$ cat config.mk
export PLATFORM = sky130hd
export DESIGN_NAME = cmp_eq_ge_seq
export DESIGN_NICKNAME = d
export VERILOG_FILES = /design/src/rtl/cmp_eq_ge_seq.sv
export SDC_FILE = /design/constraint.sdc
export NUM_CORES = 1
export LEC_CHECK = 0
export CAP_MARGIN = 20
export CORE_MARGIN = 5
export CORE_UTILIZATION = 40
export CTS_CLUSTER_SIZE = 10
export DETAILED_ROUTE_END_ITERATION = 12
export HOLD_SLACK_MARGIN = 0.05
export PLACE_DENSITY = 0.85
export SLEW_MARGIN = 20
export SYNTH_ARGS = -nofsm -noshare
export SYNTH_HDL_FRONTEND = slang
export SYNTH_SLANG_ARGS = --single-unit
$ cat constraint.sdc
create_clock -name clk_i -period 1.85 [get_ports clk_i]
set_input_delay 0.37 -clock clk_i [delete_from_list [all_inputs] [get_ports clk_i]]
set_output_delay 0.37 -clock clk_i [all_outputs]
set_load 0.05 [all_outputs]
$ cat src/rtl/cmp_eq_ge_seq.sv
// Word-serial EQ/GE comparator for operands spanning several datapath words.
// Words arrive LSB first; per-word flags are folded into a held result.

module CmpEQGE #(
  parameter int width = 8,
  parameter int speed = 2
) (
  input  logic [width-1:0] a,
  input  logic [width-1:0] b,
  output logic             eq,
  output logic             ge
);

  logic [width-1:0] e;
  logic [width-1:0] g;

  assign e = ~(a ^ b);
  assign g = a & ~b;

  if (speed == 0) begin : g_serial
    logic s_eq;
    logic s_gt;
    // Ripple from LSB to MSB; higher bits override lower ones.
    always_comb begin
      s_eq = 1'b1;
      s_gt = 1'b0;
      for (int i = 0; i < width; i++) begin
        s_gt = g[i] | (e[i] & s_gt);
        s_eq = e[i] & s_eq;
      end
    end
    assign eq = s_eq;
    assign ge = s_gt | s_eq;
  end else begin : g_tree
    // Only the root of the prefix is needed, so both log-depth
    // variants collapse to the same balanced reduction tree.
    localparam int P = 1 << $clog2(width);
    logic [2*P-1:1] ne;
    logic [2*P-1:1] ng;
    for (genvar i = 0; i < P; i++) begin : g_leaf
      if (i < width) begin : g_bit
        assign ne[P+i] = e[i];
        assign ng[P+i] = g[i];
      end else begin : g_pad
        assign ne[P+i] = 1'b1;
        assign ng[P+i] = 1'b0;
      end
    end
    for (genvar k = 1; k < P; k++) begin : g_node
      assign ne[k] = ne[2*k] & ne[2*k+1];
      assign ng[k] = ng[2*k+1] | (ne[2*k+1] & ng[2*k]);
    end
    assign eq = ne[1];
    assign ge = ng[1] | ne[1];
  end

endmodule

module cmp_eq_ge_seq #(
  parameter int width = 8,
  parameter int words = 4,
  parameter int speed = 2
) (
  input  logic             clk_i,
  input  logic             rst_i,
  input  logic             in_valid_i,
  output logic             in_ready_o,
  input  logic [width-1:0] a_word_i,
  input  logic [width-1:0] b_word_i,
  input  logic             tc_i,
  output logic             res_valid_o,
  input  logic             res_ready_i,
  output logic             EQ_o,
  output logic             GE_o
);

  localparam int CW = (words > 1) ? $clog2(words) : 1;
  localparam logic [CW-1:0] LAST = CW'(words - 1);
  localparam logic [width-1:0] MSB = width'(1) << (width - 1);

  localparam logic [0:0] RUN  = 1'b0;
  localparam logic [0:0] DONE = 1'b1;

  logic [0:0]       state;
  logic [CW-1:0]    cnt;
  logic             acc_eq;
  logic             acc_ge;
  logic             tc_q;
  logic             accept;
  logic             first;
  logic             last;
  logic             tc_eff;
  logic [width-1:0] a_x;
  logic [width-1:0] b_x;
  logic             weq;
  logic             wge;
  logic             f_eq;
  logic             f_ge;

  assign in_ready_o  = (state == RUN);
  assign res_valid_o = (state == DONE);
  assign accept      = in_valid_i & in_ready_o;
  assign first       = (cnt == '0);
  assign last        = (cnt == LAST);
  assign tc_eff      = first ? tc_i : tc_q;

  // Sign flip on the top word turns signed compare into unsigned.
  assign a_x = a_word_i ^ ((last & tc_eff) ? MSB : '0);
  assign b_x = b_word_i ^ ((last & tc_eff) ? MSB : '0);

  CmpEQGE #(
    .width(width),
    .speed(speed)
  ) u_cmp (
    .a (a_x),
    .b (b_x),
    .eq(weq),
    .ge(wge)
  );

  assign f_eq = weq & acc_eq;
  assign f_ge = (wge & ~weq) | (weq & acc_ge);

  // Word collection, fold and result handshake.
  always_ff @(posedge clk_i) begin
    if (rst_i) begin
      state  <= RUN;
      cnt    <= '0;
      acc_eq <= 1'b1;
      acc_ge <= 1'b1;
      tc_q   <= 1'b0;
      EQ_o   <= 1'b0;
      GE_o   <= 1'b0;
    end else begin
      unique case (state)
        RUN: begin
          if (accept) begin
            if (first) tc_q <= tc_i;
            if (last) begin
              EQ_o   <= f_eq;
              GE_o   <= f_ge;
              state  <= DONE;
              cnt    <= '0;
              acc_eq <= 1'b1;
              acc_ge <= 1'b1;
            end else begin
              cnt    <= cnt + CW'(1);
              acc_eq <= f_eq;
              acc_ge <= f_ge;
            end
          end
        end
        default: begin
          if (res_ready_i) state <= RUN;
        end
      endcase
    end
  end

endmodule

Word level (Yosys, flattened, before mapping)
Index checks and enable logic that the tools add are counted.
{ "word_totals": {"ff_bits": 8, "inputBits": 21, "output_inout_bits": 4, "word_cells": 57} }
{ "op_classes": {"add_sub_neg": 1, "n_eq_ne": 1, "n_mux": 9, "bitwise_logic": 36, "n_reduce_logical": 3} }
{ "op_table": {"columns": ["operator", "count"], "rows": [
  ["$xor A8 B8 Y8", 3],
  ["$and A1 B1 Y1", 19],
  ["$not A8 Y8", 2],
  ["$or A1 B1 Y1", 9],
  ["$and A8 B8 Y8", 1],
  ["$mux W8", 1],
  ["$mux W1", 7],
  ["$reduce_and A3 Y1", 1],
  ["$add A2 B1 Y2 const B", 1],
  ["$eq A2 B2 Y1 const B", 1],
  ["$logic_not A2 Y1", 1],
  ["$mux W2", 1],
  ["$not A1 Y1", 2],
  ["$reduce_and A2 Y1", 1]
]} }

Longest topological paths before layout
{ "depth": {"ltp_word": 17, "mapped_depth": 6} }

By module
From an unflattened synthesis, not the netlist that was laid out.
{ "hier_totals": {"hier_cells": 72, "area_unflattened_um2": 600.6} }
{ "by_module_without_submodules": {"columns": ["module", "n_inst", "cells_each", "area_per_inst_um2"], "rows": [
  ["cmp_eq_ge_seq", 1, 44, 399.1],
  ["CmpEQGE", 1, 28, 201.4]
]} }

Least setup slack after synthesis
No wires, ideal clock.
{ "synth_timing": {"path_type": "reg-to-reg", "startpoint": "register cnt[0]", "endpoint": "register GE_o", "arrival_ns": 1.435, "setup_slack_ns": 0.281, "stages_incl_launch_ff": 7, "path_buffers": 0, "period_less_slack_ns": 1.569, "path_cell_list": "dfxtp_1 > inv_1 > ha_1 > mux2_1 > and4b_1 > nor4b_2 > a221oi_2"} }
{ "synth_between": {"elab_chain_cells": 14, "word_cells_on_any_way": 26} }
{ "synth_lines": {"columns": ["element", "line", "text"], "rows": [
  ["from (decl)", "85", "logic [CW-1:0] cnt;"],
  ["from (signal assigned)", "147", "cnt <= cnt + CW'(1);"],
  ["$logic_not A2 Y1", "103", "assign first = (cnt == '0);"],
  ["$mux W1", null, null],
  ["$and A1 B1 Y1", "108, 109", null],
  ["$mux W8", "108, 109", null],
  ["$xor A8 B8 Y8 (on tied branches)", "108, 109", null],
  ["$xor A8 B8 Y8", "17", "assign e = ~(a ^ b);"],
  ["$not A8 Y8", "17", null],
  ["$and A1 B1 Y1 (on tied branches)", "51, 50", null],
  ["$or A1 B1 Y1 (tied with other cells)", "51", "assign ng[k] = ng[2*k+1] | (ne[2*k+1] & ng[2*k]);"],
  ["$or A1 B1 Y1 / $and A1 B1 Y1 (equally long branches)", "51", null],
  ["$or A1 B1 Y1", "51", null],
  ["$or A1 B1 Y1", "54", "assign ge = ng[1] | ne[1];"],
  ["$and A1 B1 Y1", "122", "assign f_ge = (wge & ~weq) | (weq & acc_ge);"],
  ["$or A1 B1 Y1", "122", null],
  ["to (signal assigned)", "141", "GE_o <= f_ge;"],
  ["to (decl)", "74", "output logic GE_o"]
]} }
Several ways; a longest one is shown, not always the timed one.
A chain may end at the register's enable or synchronous reset.

Worst setup path after layout
{ "layout_timing": {"startpoint": "input port b_word_i[5]", "endpoint": "register acc_ge"} }
{ "layout_between": {"elab_chain_cells": 12, "word_cells_on_any_way": 20} }
{ "layout_lines": {"columns": ["element", "line", "text"], "rows": [
  ["from (decl)", "69", "input logic [width-1:0] b_word_i,"],
  ["$xor A8 B8 Y8 *", "109", "assign b_x = b_word_i ^ ((last & tc_eff) ? MSB : '0);"],
  ["$xor A8 B8 Y8", "17", null],
  ["$not A8 Y8", "17", null],
  ["$and A1 B1 Y1", "51", null],
  ["$or A1 B1 Y1", "51", null],
  ["$and A1 B1 Y1", "51", null],
  ["$or A1 B1 Y1 (2 in series)", "51", null],
  ["$or A1 B1 Y1", "54", null],
  ["$and A1 B1 Y1", "122", null],
  ["$or A1 B1 Y1 *", "122", null],
  ["$mux W1 *", "139", "if (last) begin"],
  ["to (signal assigned)", "149", "acc_ge <= f_ge;"],
  ["to (decl)", "87", "logic acc_ge;"]
]} }
Every way passes the cells marked *; elsewhere a longest branch is shown, timed or not.

==> key figures <==
STA
  – Min Tclk post-route: roughly 1.7 ns
  – Fin worst setup slack: 0.116 ns
  – Max_slew headroom: between 80% and 90%
  – Final Hold Fails: 0
  – Fmax: roughly 580 MHz
  – Final Max Slew Viols: 0
  – Clock skew: roughly 0.0017 ns
  – Period utilisation layout: 93.7%
  – Hold slack final: 0.475 ns
  – Least-Margin Pin Slew: 0.292 ns
  – Setup violations, final: 0

Synthesis
  – Top_reg_cell synth: dfxtp_1
  – Asr flop ratio synth: 0%
  – Synth area leader: dfxtp_1
  – Sequential share of the synthesized area: 26.3%
  – Post-synth EDFFs: 0
  – Syn_nets: around 100
  – Commonest cells post-synth: 11 x inv_1, 9 x ha_1, 8 x a21oi_1, 8 x dfxtp_1, 6 x nand2_1
  – Post-synth cell types: 25
  – Mapped Area: 608 µm²
  – Cell with the most instances after synthesis: inv_1
  – Warnings, synthesis: 0
  – Synth Area per Inst: ~8.3 µm²
  – Synth Instances: 73
  – Synth top area cells: dfxtp_1 26%, ha_1 19%, inv_1 6.8%, a21oi_1 6.6%, nand2_1 3.7%
  – Synth Register Bits: 8
  – Top cell type's share of synthesized area: about a quarter

Die
  – Ports: 25
  – Initial core utilization: around two fifths
  – Die Ht: between 40 and 50 µm
  – Die Area: 0.00240 mm²
  – Die Span X: ~49 µm
  – Std-Cell Rows: 14
  – Core area: ~0.0015 mm²

Setup path
  – Critical setup path kind: in2reg
  – CP Capture Type: flip-flop
  – CP Data Arrival Time: 1.87 ns
  – Max FO, Critical Path: 2
  – Critical Path RT: just under 2 ns
  – Worst setup SP type: input pin
  – Worst R2R Path Depth: 6

Global routing
  – GR Util All Layers: 13.5%
  – Global-route wire length before repair: 2.65 mm
  – Vias in the first global route: approximately 630
  – Grt ovf: 0
  – Initial antenna violation count: 0
  – Largest net degree at the start of global routing: 9

Min path
  – Hold path depth: 2
  – Hold crit path type: reg2reg

Route
  – Wirelength per Cell: approximately 12 µm
  – DR vias: 620
  – DRC Markers: 0
  – Final WL: approximately 1.4 mm
  – DRT iter0 DRCs: 6
  – Routed vias/inst: 5.30
  – Antenna viol nets, final: 0
  – First drt pass iteration count: 2

Power and ir drop
  – Gate power share: ~30%
  – Sw power: between 0.1 and 0.15 mW
  – Net Sw Frac: between 20 and 30%
  – Pwr Total: about 0.46 mW
  – Pint: between 0.3 and 0.4 mW
  – Sequential share of power: 40.8%
  – Leakage: between 0.4 and 0.5 nW
  – Pwr dens: roughly 500 mW/mm²
  – Clock power frac: 29.3%
  – VDD IR max: between 0.3 and 0.4 mV

Layout
  – Layout cells sized above 1: about 16%
  – Storage cell area: about 160 µm²
  – Number of diodes: 0
  – Multi-input gate area: approximately 440 µm²
  – Area Growth Syn to Fin: 52.5%
  – Layout net count: between 100 and 150
  – Fill count: 137

Flow run
  – Max-cap violations: 0

Clock tree
  – Worst-path clk slew: ~0.050 ns
  – # Post-CTS Setup Buffers: 0
  – CTS tree: yes
  – CTS max path bufs: 2
  – Clk Latency, worst-skew pair: 0.25 ns
  – Root Driver: clkbuf_4
  – H-tree depth: 1
  – Num CTS Buffers: 3
  – Clock sink count: 8

Placement
  – Worst slack, placed: -0.189 ns
  – GPL Wtd Cong: ~0.70
  – Number of buffers added on ports: 24
  – Dpl hpwl: 1.20 mm

Run status
  – Status: finished, final reports clean
-- area by class of cell --
cell class | instances | share of cell area, %
Timing Repair Buffer | 26 | 26.5
Inverter | 11 | 4.45
Sequential cell | 8 | 17.3
Multi-Input combinational cell | 53 | 47.2
Clock buffer | 3 | 2.43
Tap cell | 16 | 2.16
-- worst max-delay path: stages --
cell,delay (ns)
clkdlybuf4s50_1,0.46
inv_1,0.04
ha_1,0.28
a21o_1,0.16
a21oi_1,0.15
a2bb2oi_1,0.30
a2bb2oi_1,0.11
-- timing repair --
action	CTS	global route
endpoints found under the setup margin	0	2
gates resized for setup	0	4
hold buffers	0	0
-- registers in the layout (all words and copies together) (netlist names) --
signal / cells
EQ_o: 1
GE_o: 1
acc_eq: 1
acc_ge: 1
cnt: 2
res_valid_o: 1
tc_q: 1
-- cells in the final DEF, fill, tap and decap left out --
cell	instances
o21ai_0	3
a2bb2oi_1	2
a21oi_1	7
ha_1	7
a221oi_2	1
nand2b_1	3
nand4_1	2
nor2_1	3
and4b_1	1
nor3_1	1
inv_1	11
buf_4	6
clkbuf_4	3
a21o_1	2
dfxtp_1	8
nor4_1	2
nor2b_1	1
clkdlybuf4s50_1	20
mux2_1	1
a21oi_2	1
or3_1	1
ha_4	2
nor4b_2	1
nand3_1	1
xor2_2	1
nand3b_1	2
nor3_4	1
nand2_1	6
mux2i_1	1
-- per-layer routing --
| metal | GRT usage [%] | up-vias | wire length, µm |
|---|---|---|---|
| met2 | 22.8 | 22 | 754 |
| met5 | 0 | - | 0 |
| met1 | 14.2 | 277 | 542 |
| li1 | - | 319 | - |
| met4 | 6.73 | 0 | 14 |
| met3 | 5.50 | 2 | 130 |
-- power groups by stage --
stage,logic [mW],clock network (mW),registers [mW]
2_1_floorplan,0.0673,0,0.190
3_3_place_gp,0.126,0,0.189
3_5_place_dp,0.130,0,0.190
4_1_cts,0.131,0.141,0.186
5_1_grt,0.157,0.149,0.187
6_report,0.137,0.134,0.186
-- kinds of logic after synthesis --
family / after synthesis / synth area share (%)
flops: 8 / 26.3
buf+inv: 12 / 7.41
simple gates: 25 / 24.7
mux: 2 / 3.50
compound gates: 16 / 16.9
xor+xnor: 1 / 2.68
fa+ha+maj: 9 / 18.5
-- per-stage QoR --
stage	util (%)	setup TNS, ns	cell area [µm²]	std cells
4_1_cts	60.6	0	892	117
6_report	63.0	0	927	117
2_1_floorplan	-	0	608	73
3_5_place_dp	59.1	-0.614	870	114
3_3_place_gp	59.1	-0.355	870	114
5_1_grt	63.0	-0.00565	927	117
-- worst paths after layout --
check / start / endpoint / slack [ns]
min: EQ_o / EQ_o / 0.47
max: b_word_i[5] / acc_ge / 0.12
min reg2reg: EQ_o / EQ_o / 0.47
max reg2reg: cnt[0] / GE_o / 0.18
No activity file was read; power rests on OpenSTA's default activity.
